==> src/rtl/ram_bist.sv <==
// March-style BIST initiator for a small single-clock RAM: writes a seed-derived
// pattern to every address, reads it back and compares, then repeats inverted.
module ram_bist #(
  parameter int unsigned            ADDR_WIDTH = 4,
  parameter int unsigned            DATA_WIDTH = 8,
  parameter logic [DATA_WIDTH-1:0]  SEED       = 8'hA5,
  parameter int unsigned            TIMEOUT    = 255
) (
  input  logic                  clk,
  input  logic                  rst_n,
  input  logic                  start,
  output logic                  busy,
  output logic                  done,
  output logic                  pass,
  output logic                  timeout,
  output logic [ADDR_WIDTH-1:0] fail_addr,
  output logic [ADDR_WIDTH+1:0] err_count,
  output logic                  write,
  output logic                  read,
  output logic [ADDR_WIDTH-1:0] WriteAddr,
  output logic [DATA_WIDTH-1:0] WriteData,
  output logic [ADDR_WIDTH-1:0] ReadAddr,
  input  logic [DATA_WIDTH-1:0] ReadData,
  input  logic                  WriteReady,
  input  logic                  ReadReady
);

  localparam int unsigned CntW = $clog2(TIMEOUT + 1);

  typedef enum logic [2:0] {
    StIdle, StWrReq, StWrAck, StRdReq, StRdAck, StDone
  } state_e;

  state_e                state_q, state_d;
  logic [ADDR_WIDTH-1:0] addr_q, addr_d;
  logic                  phase_q, phase_d;
  logic [CntW-1:0]       cnt_q, cnt_d;
  logic                  write_q, write_d;
  logic                  read_q, read_d;
  logic [DATA_WIDTH-1:0] wdata_q, wdata_d;
  logic                  pass_q, pass_d;
  logic                  timeout_q, timeout_d;
  logic [ADDR_WIDTH-1:0] fail_addr_q, fail_addr_d;
  logic [ADDR_WIDTH+1:0] err_q, err_d;

  logic [DATA_WIDTH-1:0] pat;
  logic                  last_addr;
  logic                  timed_out;

  // Expected data for the current address and pass.
  always_comb begin
    pat = SEED ^ DATA_WIDTH'(addr_q);
    if (phase_q) pat = ~pat;
  end

  assign last_addr = (addr_q == '1);
  assign timed_out = (cnt_q == CntW'(TIMEOUT - 1));

  // State register and all datapath registers; reset abandons any RAM transaction.
  always_ff @(posedge clk or negedge rst_n) begin
    if (!rst_n) begin
      state_q     <= StIdle;
      addr_q      <= '0;
      phase_q     <= 1'b0;
      cnt_q       <= '0;
      write_q     <= 1'b0;
      read_q      <= 1'b0;
      wdata_q     <= '0;
      pass_q      <= 1'b0;
      timeout_q   <= 1'b0;
      fail_addr_q <= '0;
      err_q       <= '0;
    end else begin
      state_q     <= state_d;
      addr_q      <= addr_d;
      phase_q     <= phase_d;
      cnt_q       <= cnt_d;
      write_q     <= write_d;
      read_q      <= read_d;
      wdata_q     <= wdata_d;
      pass_q      <= pass_d;
      timeout_q   <= timeout_d;
      fail_addr_q <= fail_addr_d;
      err_q       <= err_d;
    end
  end

  // Next-state, handshake sequencing, compare and timeout abort.
  always_comb begin
    state_d     = state_q;
    addr_d      = addr_q;
    phase_d     = phase_q;
    write_d     = write_q;
    read_d      = read_q;
    wdata_d     = wdata_q;
    pass_d      = pass_q;
    timeout_d   = timeout_q;
    fail_addr_d = fail_addr_q;
    err_d       = err_q;

    unique case (state_q)
      StIdle, StDone: begin
        if (start) begin
          state_d     = StWrReq;
          addr_d      = '0;
          phase_d     = 1'b0;
          pass_d      = 1'b0;
          timeout_d   = 1'b0;
          fail_addr_d = '0;
          err_d       = '0;
        end
      end
      StWrReq: begin
        if (WriteReady) begin
          write_d = 1'b1;
          wdata_d = pat;
          state_d = StWrAck;
        end else if (timed_out) begin
          state_d   = StDone;
          timeout_d = 1'b1;
          pass_d    = 1'b0;
        end
      end
      StWrAck: begin
        // RAM acknowledges by dropping WriteReady.
        if (!WriteReady) begin
          write_d = 1'b0;
          addr_d  = addr_q + ADDR_WIDTH'(1);
          state_d = last_addr ? StRdReq : StWrReq;
        end else if (timed_out) begin
          state_d   = StDone;
          timeout_d = 1'b1;
          pass_d    = 1'b0;
          write_d   = 1'b0;
        end
      end
      StRdReq: begin
        read_d  = 1'b1;
        state_d = StRdAck;
      end
      StRdAck: begin
        if (ReadReady) begin
          read_d = 1'b0;
          if (ReadData != pat) begin
            if (err_q != '1) err_d = err_q + (ADDR_WIDTH + 2)'(1);
            if (err_q == '0) fail_addr_d = addr_q;
          end
          addr_d = addr_q + ADDR_WIDTH'(1);
          if (!last_addr) begin
            state_d = StRdReq;
          end else if (!phase_q) begin
            phase_d = 1'b1;
            state_d = StWrReq;
          end else begin
            state_d = StDone;
            pass_d  = (err_d == '0);
          end
        end else if (timed_out) begin
          state_d   = StDone;
          timeout_d = 1'b1;
          pass_d    = 1'b0;
          read_d    = 1'b0;
        end
      end
      default: state_d = StIdle;
    endcase
  end

  // Per-state wait counter; restarts on every state change.
  always_comb begin
    if (state_d != state_q || state_q == StIdle || state_q == StDone) begin
      cnt_d = '0;
    end else begin
      cnt_d = cnt_q + CntW'(1);
    end
  end

  assign busy      = (state_q == StWrReq) || (state_q == StWrAck) ||
                     (state_q == StRdReq) || (state_q == StRdAck);
  assign done      = (state_q == StDone);
  assign pass      = pass_q;
  assign timeout   = timeout_q;
  assign fail_addr = fail_addr_q;
  assign err_count = err_q;
  assign write     = write_q;
  assign read      = read_q;
  assign WriteAddr = addr_q;
  assign ReadAddr  = addr_q;
  assign WriteData = wdata_q;

endmodule

==> config.mk <==
export PLATFORM = sky130hd
export DESIGN_NAME = ram_bist
export DESIGN_NICKNAME = d
export VERILOG_FILES = /design/src/rtl/ram_bist.sv
export SDC_FILE = /design/constraint.sdc
export NUM_CORES = 1
export LEC_CHECK = 0
export ABC_AREA = 1
export BUFFER_PORTS_ARGS = -buffer_cell sky130_fd_sc_hd__buf_2
export CAP_MARGIN = 5
export CORE_ASPECT_RATIO = 0.6
export CORE_MARGIN = 2
export CORE_UTILIZATION = 56
export CTS_BUF_LIST = sky130_fd_sc_hd__clkbuf_8
export DETAILED_ROUTE_END_ITERATION = 7
export GPL_TIMING_DRIVEN = 0
export PLACE_DENSITY = 0.81
export SLEW_MARGIN = 0
export SYNTH_ARGS = -nofsm -noshare
export SYNTH_HDL_FRONTEND = slang
export SYNTH_SLANG_ARGS = --single-unit
==> constraint.sdc <==
create_clock -name clk -period 1.75 [get_ports clk]
set_input_delay 0.0875 -clock clk [delete_from_list [all_inputs] [get_ports clk]]
set_output_delay 0.0875 -clock clk [all_outputs]
set_load 0.01 [all_outputs]
==> metrics.yaml, run 1 <==
status: "finished, violations left"
violations: "negative setup slack"
drc: 0
max_cap_violations: 0
netlist.area_leader.share_pct: 40.4
grt.total_usage_pct: 28.1
max_clock_freq_mhz: 518
ant_nets: 0
setup_viol: 12
synth_edf_count: 0
fp.dieW_um: 85.4
finClkSkew_ns: 0.00517
p_per_area_nw_per_um2: 1440
first_pass_iters: 5
yosysWarnings: 0
initialDrtViolationCount: 182
p_leak_nw: 1.62
yosysTopAreaCell: "dfrtp_1"
nets: 402
final.min_clock_period_ns: 1.93
yosys-top-cells-count: "nand2_1 (81), dfrtp_1 (36), inv_1 (35), nor2_1 (35), nand3_1 (27)"
cts_tree: "done"
worst_slack_ns: -0.180
grt_overflow_total: 0
slew_viol_final: 0
crit_path_end_kind: "flip-flop"
numCtsBuffers: 5
gp_congestion: 0.883
core.rowCount: 17
worst-path-max-fanout: 7
clk_latency_ns: 0.30
die-area_sq_um: 4520
htreeDepth: 2
hold_viol_final: 0
syn_to_final_growth_pct: 38.3
dr_total_vias: 2422
peakVddDrop_mv: 1.34
drive_above_1_share_pct: 40.0
core_area_sq_um: 3740
path_class: "flip-flop to flip-flop"
synth_cell_type_count: 31
startpoint_type: "flip-flop"
slew-limit-headroom_pct: 45.3
crit_start: "phase_q"
synthTopCellsByArea: "dfrtp_1 (40%), nand2_1 (14%), nand3_1 (6.1%), inv_1 (5.9%), nor2_1 (5.9%)"
hp-class: "primary input to flip-flop"
root_buffer: "clkbuf_8"
tightest_slew_ns: 0.821
diodes: 0
fillerInstances: 216
dominantRegCellSynth: "dfrtp_1"
grt_antenna_before_repair: 0
async_reset_ff_share_pct: 100
hp-start: "ReadReady"
power_mw: 4.42
synthesis.instances: 308
grt_pass1_vias: 2053
cts_sinks: 36
start_util_pct: 59.5
clk_pin_slew_ns: 0.08
clock_path_buffers: 2
synth.most_common_cell: "nand2_1"
port_buffers: 44
syn-num-nets: 326
grt_pass1_wl_um: 9560
finalHoldWorstSlack_ns: 0.166
syn_area_sq_um: 2230
io_pins: 45
finalWirelength_um: 6840
hpwl_um: 4130
worstReg2RegStart: "phase_q"
vias_per_cell: 5.61
worstPathRequired_ns: 1.99
die_h_um: 52.9
cp_data_arrival_time_ns: 2.17
ys_seq_area_share_pct: 40.4
postSynthAreaPerCell_sq_um: 7.24
ys_ff_latch: 36
rsz0062_at_grt: "true"
grt_max_degree: 37
wl_per_cell_um: 15.8
period_share_pct: 110
-- state kept, by name (all words and copies together) (netlist names) --
name       count
ReadAddr       4
read           1
fail_addr      4
write          1
state_q        3
pass           1
WriteData      6
timeout        1
phase_q        1
cnt_q          8
err_count      6
-- path summary, 6_finish.rpt --
path / slack [ns] / cells after the start / end
max: -0.18 / 15 / pass
min: 0.17 / 4 / state_q[2]
max reg2reg: -0.18 / 15 / pass
min reg2reg: 0.49 / 1 / cnt_q[0]
max in group asynchronous: 0.75 / 2 / state_q[2]
min in group asynchronous: 0.43 / 2 / fail_addr[0]
-- what timing repair did --
| action | in CTS | in global routing |
|---|---|---|
| pin swaps | 5 | 21 |
| setup buffers | 9 | 14 |
| endpoints found under the setup margin | 20 | 22 |
| gates cloned | 1 | 0 |
| hold buffers | 1 | 0 |
| resized for setup | 25 | 51 |
| hold endpoints to repair | 36 | 0 |
-- metal layers --
layer,GRT usage [%],share of wire (%),wire (um)
met2,44.3,46,3160
met1,38.0,42,2880
met5,0,0,0
met4,8.47,1.4,97
met3,8.11,10,702
-- final cells by class --
cell class	count	area (sq um)	share of cell area (%)
Multi-Input combinational cell	223	1320	42.9
Sequential cell	36	911	29.6
Timing Repair Buffer	69	434	14.1
Inverter	42	173	5.60
Clock buffer	7	96.3	3.13
Tap cell	47	58.8	1.91
Buffer	7	56.3	1.83
Clock inverter	1	30.0	0.974
-- per-stage QoR --
stage	utilization [%]	worst slack (ns)	cells	TNS, ns	area (sq um)
finish	82.3	-0.180	432	-0.362	3080
global placement	67.0	-0.185	399	-1.80	2510
floorplan	-	0.0984	308	0	2230
detailed placement	67.0	-0.247	399	-2.48	2510
CTS	75.0	-0.0853	418	-0.621	2810
global route	82.3	-0.254	432	-1.95	3080
-- where the power goes --
group,switching [mW],internal [mW]
Sequential,0.217,1.00
Clock,0.320,0.503
Combinational,1.47,0.913
Total,2.01,2.42
-- cells by family after synthesis --
kind of cell	share of synthesized area [%]
AO/OA/AOI/OAI	11.7
XOR/XNOR	3.54
adder cells (fa/ha/maj)	2.81
buffers and inverters	9.66
flip-flops	40.4
AND/OR/NAND/NOR	31.8
-- placed cells by master (no fill, tap or decap), types with 2 or more instances in the layout --
master,count
nand2_1,65
buf_2,44
inv_1,33
dfrtp_1,28
nor2_1,26
buf_4,26
nand3_1,25
nand2_2,15
o21ai_0,12
a21oi_1,11
nor2_4,9
dfrtp_2,8
xor2_1,7
clkbuf_8,7
inv_2,5
nand2_4,5
a21oi_2,5
nor2_2,5
o21ai_1,5
buf_6,4
inv_4,3
nor3_1,3
o21ai_2,3
o22ai_2,3
ha_1,3
nand4_1,2
xnor2_1,2
nand3b_1,2
nand3_2,2
o22ai_1,2
a31oi_1,2
-- critical path, stage by stage (launching register included) --
cell and delay [ns]:
dfrtp_1 0.41, buf_6 0.16, inv_8 0.07, nand2_2 0.06
nand3b_1 0.12, nand2_2 0.08, nor2_4 0.19, buf_12 0.14
nand3_2 0.09, nand2_2 0.11, nand2_1 0.07, nor2_2 0.09
nand2_1 0.08, nand2_1 0.08, nand2_1 0.05, nand2_1 0.07
Note: power is estimated with default switching activity, not from simulation.
==> run 2: changes to the inputs <==
--- a/config.mk
+++ b/config.mk
@@ -15,6 +15,8 @@
 export DETAILED_ROUTE_END_ITERATION = 7
 export GPL_TIMING_DRIVEN = 0
 export PLACE_DENSITY = 0.81
+export REMOVE_ABC_BUFFERS = 1
+export SKIP_CTS_REPAIR_TIMING = 1
 export SLEW_MARGIN = 0
 export SYNTH_ARGS = -nofsm -noshare
 export SYNTH_HDL_FRONTEND = slang
==> run 2 against run 1 <==
Effect of this change: the run still ends with negative setup slack left; die area unchanged; routed wire length decreased by 3.0%; sequential cell count unchanged; critical path depth unchanged; register-to-register slack got worse by 0.03 ns; total power decreased by 8.9%; worst setup slack got worse by 0.026 ns; non-clock buffer count decreased by 4; first-iteration DRC count increased by 46%; clock skew increased by 0.0045 ns; sequential share of layout area increased by 0.60 points; highest routed layer unchanged.
==> metrics.yaml, run 2 (same netlist as run 1, synthesis figures left out) <==
status: "finished, violations left"
violations: "negative setup slack"
ant_nets: 0  # unchanged
crit_buf_inv: 2  # -1
seq_power_share_pct: 29.7  # +2.2 points
finalHoldWorstSlack_ns: 0.174  # +0.00772 ns
ff_latch_area_sq_um: 910  # -0.14%
slew_viol_final: 0  # unchanged
numCtsBuffers: 5  # unchanged
max_clock_freq_mhz: 511  # -1.3%
first_pass_iters: 5  # unchanged
p_per_area_nw_per_um2: 1340  # -6.9%
diodes: 0  # unchanged
cts_tree: "done"
gp_congestion: 0.912  # +3.3%
grt_pass1_vias: 1875  # -8.7%
htreeDepth: 2  # unchanged
worst-path-max-fanout: 5  # -2
io_pins: 45  # unchanged
cpMaxStageDelayCell: "dfrtp_2"
vias_per_cell: 5.59  # -0.27%
drive_above_1_share_pct: 39.6  # -0.37 points
die-area_sq_um: 4520  # unchanged
worstPathRequired_ns: 1.96  # -0.03 ns
hp-start: "WriteReady"
startpoint_type: "flip-flop"
grt.total_usage_pct: 24.8  # -3.3 points
dr_total_vias: 2393  # -1.2%
hp-class: "primary input to flip-flop"
largest_register_ffs: 8  # unchanged
final_cell_mix: "nand2_1 (58), buf_2 (44), inv_1 (35)"
die_h_um: 52.9  # unchanged
crit_chain: "buf_6 > nand2_2 > nand3_1 > nand2_1 > nand2_2 > nor2_4 > buf_12 > nand3_2 > nand2_2 > nand2_1 > nor2_1 > nand2_1 > nand2_1 > nand2_1 > nand2_1"
power_mw: 4.03  # -8.9%
mostFrequentLayoutCell: "nand2_1"
post-route-util_pct: 80.6  # -1.7 points
p_int_mw: 2.12  # -12%
nets: 398  # -1.0%
cts_sinks: 36  # unchanged
r2r_slack_ns: -0.21  # -0.03 ns
max_cap_violations: 0  # unchanged
finClkSkew_ns: 0.00968  # +0.00451 ns
power.switching_mw: 1.91  # -5.0%
slew-limit-headroom_pct: 46.0  # +0.70 points
cp_data_arrival_time_ns: 2.17  # about the same
p_leak_nw: 1.56  # -3.6%
path_class: "flip-flop to flip-flop"
tightest_slew_ns: 0.810  # -0.0104 ns
hpwl_um: 3920  # -5.1%
worst_path_dominant_cell_family: "simple AND/OR/NAND/NOR gates"
finalWirelength_um: 6640  # -3.0%
port_buffers: 44  # unchanged
dpl_worst_slack_ns: -0.359  # -0.112 ns
combPwrFrac_pct: 54.8  # +0.9 points
regMostFlops: "cnt_q"
grt_pass1_wl_um: 8670  # -9.4%
period_share_pct: 112  # +1.5 points
setup_viol: 15  # +3
clockPowerShare_pct: 15.4  # -3.2 points
drc: 0  # unchanged
core.rowCount: 17  # unchanged
place_area_sq_um: 2450  # -2.1%
multi_input_area_sq_um: 1320  # -0.38%
final_cells: 428  # -0.93%
clk_latency_ns: 0.29  # about the same
worst_slack_ns: -0.206  # -0.0255 ns
crit_path_end_kind: "flip-flop"
clk_pin_slew_ns: 0.08  # about the same
grt_max_degree: 37  # unchanged
hold_viol_final: 0  # unchanged
fillerInstances: 245  # +13%
finalSetupTns_ns: -1.94  # -1.57 ns
grt_overflow_total: 0  # unchanged
final_area_sq_um: 3020  # -2.1%
crit_top_cell: "nand2_1"
rsz0062_at_grt: "true"
worstReg2RegStart: "phase_q"
wl_per_cell_um: 15.5  # -2.1%
peakVddDrop_mv: 1.35  # +0.35%
dp_cells: 392  # -1.8%
clock_path_buffers: 2  # unchanged
final.min_clock_period_ns: 1.96  # +0.0255 ns
swShare_pct: 47.3  # +2.0 points
start_util_pct: 59.5  # unchanged
core_area_sq_um: 3740  # unchanged
critPathMaxStageDelay_ns: 0.45  # +0.04 ns
initialDrtViolationCount: 266  # +46%
syn_to_final_growth_pct: 35.4
root_buffer: "clkbuf_8"
crit_start: "phase_q"
fp.dieW_um: 85.4  # unchanged
grt_antenna_before_repair: 0  # unchanged
==> run 2: cell types whose count changed in the layout (fill, tap and decap cells not counted), moves of 2 or more <==
| cell | delta |
|---|---|
| nand2_1 | -7 |
| o22ai_2 | -2 |
| a21oi_2 | -2 |
| o22ai_1 | +2 |
| inv_4 | -2 |
| buf_4 | -5 |
| inv_1 | +2 |
| nand2_2 | +8 |
| a21oi_1 | +2 |
==> run 2: power by group through the flow <==
stage          Combinational [mW]  Sequential [mW]  Clock [mW]
5_1_grt                      2.40             1.22       0.663
3_3_place_gp                 1.57             1.18           0
3_5_place_dp                 1.60             1.19           0
4_1_cts                      1.62             1.17       0.630
2_1_floorplan                1.06             1.23           0
6_report                     2.21             1.20       0.622
==> run 2: worst min-delay path, cell delays in order <==
cell and delay (ns):
buf_2 0.14, nor2_2 0.07, a21oi_1 0.12
==> run 2: layout make-up <==
cell class | count | area share (%)
clock inverter | 2 | 0.373
timing repair buffer | 72 | 15.4
sequential | 36 | 30.2
tap | 47 | 1.95
multi-input combinational | 223 | 43.7
clock buffer | 6 | 2.74
inverter | 42 | 5.72
==> run 2: final timing paths <==
| kind | endpoint | depth (start not counted) |
|---|---|---|
| worst max-delay path | pass | 15 |
| worst min-delay path | write | 3 |
| worst max register to register | pass | 15 |
| worst min register to register | WriteData[3] | 2 |
| max in group asynchronous | err_count[0] | 2 |
| min in group asynchronous | fail_addr[3] | 2 |
==> run 2: layer usage <==
layer	GRT usage, %	wire length (um)	up-vias
met5	0	0	-
met2	35.8	3000	127
met1	37.7	2950	1121
met3	5.62	595	16
met4	5.56	88	0
li1	-	-	1129
==> run 3: changes to the inputs <==
--- a/config.mk
+++ b/config.mk
@@ -5,11 +5,9 @@
 export SDC_FILE = /design/constraint.sdc
 export NUM_CORES = 1
 export LEC_CHECK = 0
-export ABC_AREA = 1
 export BUFFER_PORTS_ARGS = -buffer_cell sky130_fd_sc_hd__buf_2
 export CAP_MARGIN = 5
 export CORE_ASPECT_RATIO = 0.6
-export CORE_MARGIN = 2
 export CORE_UTILIZATION = 56
 export CTS_BUF_LIST = sky130_fd_sc_hd__clkbuf_8
 export DETAILED_ROUTE_END_ITERATION = 7
==> run 3 against run 2 <==
Effect of this change: the run ends with design-rule violations, negative setup slack left; register-to-register slack worse by 0.22 ns; global-route usage grew 2.6 points; synthesized area rose by 1.8%; fmax fell by 10%; utilization increased by 3.2 points; clock skew shrank 0.0055 ns; non-clock buffer count grew 11; final cell count fell by 15%; sequential power grew 12%; sequential share of layout area shrank 1.0 points; largest power group unchanged; highest routed layer unchanged.
==> metrics.yaml, run 3 <==
grt_pass1_wl_um: 8880  # +2.5%
rsz0062_at_grt: "true"
core.rowCount: 17  # unchanged
regMostFlops: "cnt_q"
die-area_sq_um: 4320  # -4.4%
yosysWarnings: 0  # unchanged
clk_pin_slew_ns: 0.08  # about the same
p_leak_nw: 1.47  # -5.7%
wl_per_cell_um: 19.7  # +27%
io_pins: 45  # unchanged
worst-path-max-fanout: 7  # +2
crit_path_end_kind: "flip-flop"
initialDrtViolationCount: 201  # -24%
final_cell_mix: "buf_2 (44), buf_4 (30), dfrtp_1 (27)"
clock_path_buffers: 2  # unchanged
path_class: "flip-flop to flip-flop"
drc: 14  # +14
first_pass_iters: 6  # +1
setup_viol: 22  # +7
synthTopCellsByArea: "dfrtp_1 (40%), mux2_2 (5.0%), nor2_1 (4.3%), xor2_1 (4.2%), o21ai_0 (3.8%)"
synth.most_common_cell: "dfrtp_1"
finClkSkew_ns: 0.00421  # -0.00547 ns
peakVddDrop_mv: 1.01  # -25%
grt_antenna_before_repair: 0  # unchanged
postSynthAreaPerCell_sq_um: 9.15  # +26%
clk_latency_ns: 0.30  # about the same
async_reset_ff_share_pct: 100  # unchanged
status: "finished, violations left"
dp_cells: 318  # -19%
cts_sinks: 36  # unchanged
max_cap_violations: 0  # unchanged
grt.total_usage_pct: 27.4  # +2.6 points
finalWirelength_um: 7180  # +8.1%
yosysTopAreaCell: "dfrtp_1"
yosys-top-cells-count: "dfrtp_1 (36), nor2_1 (26), nand2_1 (19), o21ai_0 (17), a21oi_1 (13)"
tightest_slew_ns: 0.815  # +0.00473 ns
nets: 335  # -16%
max_clock_freq_mhz: 460  # -10%
dominantRegCellSynth: "dfrtp_1"
ff2ff_path_depth: 6  # -9
grt_pass1_vias: 1713  # -8.6%
grt_overflow_total: 0  # unchanged
cp_data_arrival_time_ns: 2.36  # +0.19 ns
final.min_clock_period_ns: 2.17  # +0.217 ns
syn_area_sq_um: 2270  # +1.8%
worstPathRequired_ns: 1.94  # -0.02 ns
ys_seq_area_share_pct: 39.7  # -0.71 points
final_cells: 365  # -15%
start_util_pct: 60.3  # +0.73 points
fp.dieW_um: 84.2  # -1.5%
port_buffers: 44  # unchanged
place_area_sq_um: 2440  # -0.51%
largest_register_ffs: 8  # unchanged
grt_max_degree: 37  # unchanged
fillerInstances: 174  # -29%
violations: "design-rule violations, negative setup slack"
root_buffer: "clkbuf_8"
period_share_pct: 124  # +12 points
startpoint_type: "flip-flop"
drive_above_1_share_pct: 49.1  # +9.4 points
numCtsBuffers: 5  # unchanged
synth_edf_count: 0  # unchanged
hold_viol_final: 0  # unchanged
core_area_sq_um: 3760  # +0.57%
power_mw: 4.26  # +5.7%
synth_cell_type_count: 52  # +68%
slew_viol_final: 0  # unchanged
dr_total_vias: 2354  # -1.6%
gp_congestion: 0.807  # -12%
vias_per_cell: 6.45  # +15%
synthesis.instances: 248  # -19%
netlist.area_leader.share_pct: 39.7  # -0.71 points
hp-class: "primary input to flip-flop"
ant_nets: 0  # unchanged
htreeDepth: 2  # unchanged
ys_ff_latch: 36  # unchanged
p_per_area_nw_per_um2: 1350  # +1.1%
worst_slack_ns: -0.422  # -0.217 ns
die_h_um: 51.3  # -3.0%
whs_path_depth: 3  # unchanged
hpwl_um: 3660  # -6.6%
mostFrequentLayoutCell: "buf_2"
slew-limit-headroom_pct: 45.7  # -0.32 points
cts_tree: "done"
final_area_sq_um: 3150  # +4.6%
syn_to_final_growth_pct: 39.1
diodes: 0  # unchanged
run 3: cell families after synthesis:
family	count (synthesis)	synth area share, %
AO/OA/AOI/OAI	57	17.7
XOR/XNOR	18	6.95
adder cells (fa/ha/maj)	5	2.76
buffers and inverters	26	5.46
flip-flops	36	39.7
multiplexers	11	5.41
AND/OR/NAND/NOR	95	22.0
run 3: per-stage QoR:
step | util, % | hold WS (ns) | setup TNS [ns] | setup slack [ns]
CTS | 67.7 | -0.0839 | -16.25 | -0.751
finish | 83.8 | 0.238 | -4.60 | -0.422
detailed placement | 64.9 | 0.218 | -14.80 | -0.719
global route | 83.8 | 0.272 | -5.70 | -0.483
global placement | 64.9 | 0.220 | -13.44 | -0.693
floorplan | - | -0.208 | -4.39 | -0.444
run 3: critical path, cell delays in order, from the launching register on:
cell and delay (ns):
dfrtp_2 0.46, or4b_4 0.50, mux2i_4 0.17, nand3_4 0.14, and4_4 0.19, o21ai_4 0.23
mux2_2 0.36
run 3: worst paths after layout:
| path | start | end | slack [ns] |
|---|---|---|---|
| min | WriteReady | write | 0.24 |
| min reg2reg | WriteData[1] | WriteData[1] | 0.49 |
| max in group asynchronous | rst_n | state_q[0] | 0.72 |
| max reg2reg | phase_q | fail_addr[1] | -0.42 |
| max | phase_q | fail_addr[1] | -0.42 |
| min in group asynchronous | rst_n | WriteData[2] | 0.42 |
run 3: final cells by class:
class / instances / area [sq um] / share of cell area, %
repair buffers: 83 / 552 / 17.5
clock buffers: 5 / 68.8 / 2.18
well taps: 47 / 58.8 / 1.86
flip-flops and latches: 36 / 920 / 29.2
clock inverters: 3 / 38.8 / 1.23
inverters: 5 / 22.5 / 0.714
multi-input cells: 186 / 1490 / 47.4
run 3: metal layers:
metal	GRT usage (%)	vias to the layer above	part of all wire (%)
met5	0	-	0
met4	10.3	0	4.3
met3	5.01	38	9.6
met2	37.2	166	44
met1	42.5	1125	42
li1	-	1025	-
run 3: power by group:
part	total (mW)	internal (mW)	switching, mW	leakage (nW)
Combinational	2.18	1.03	1.15	0.940
Clock	0.745	0.417	0.328	0.0593
Sequential	1.34	1.02	0.320	0.469
Total	4.26	2.46	1.80	1.47
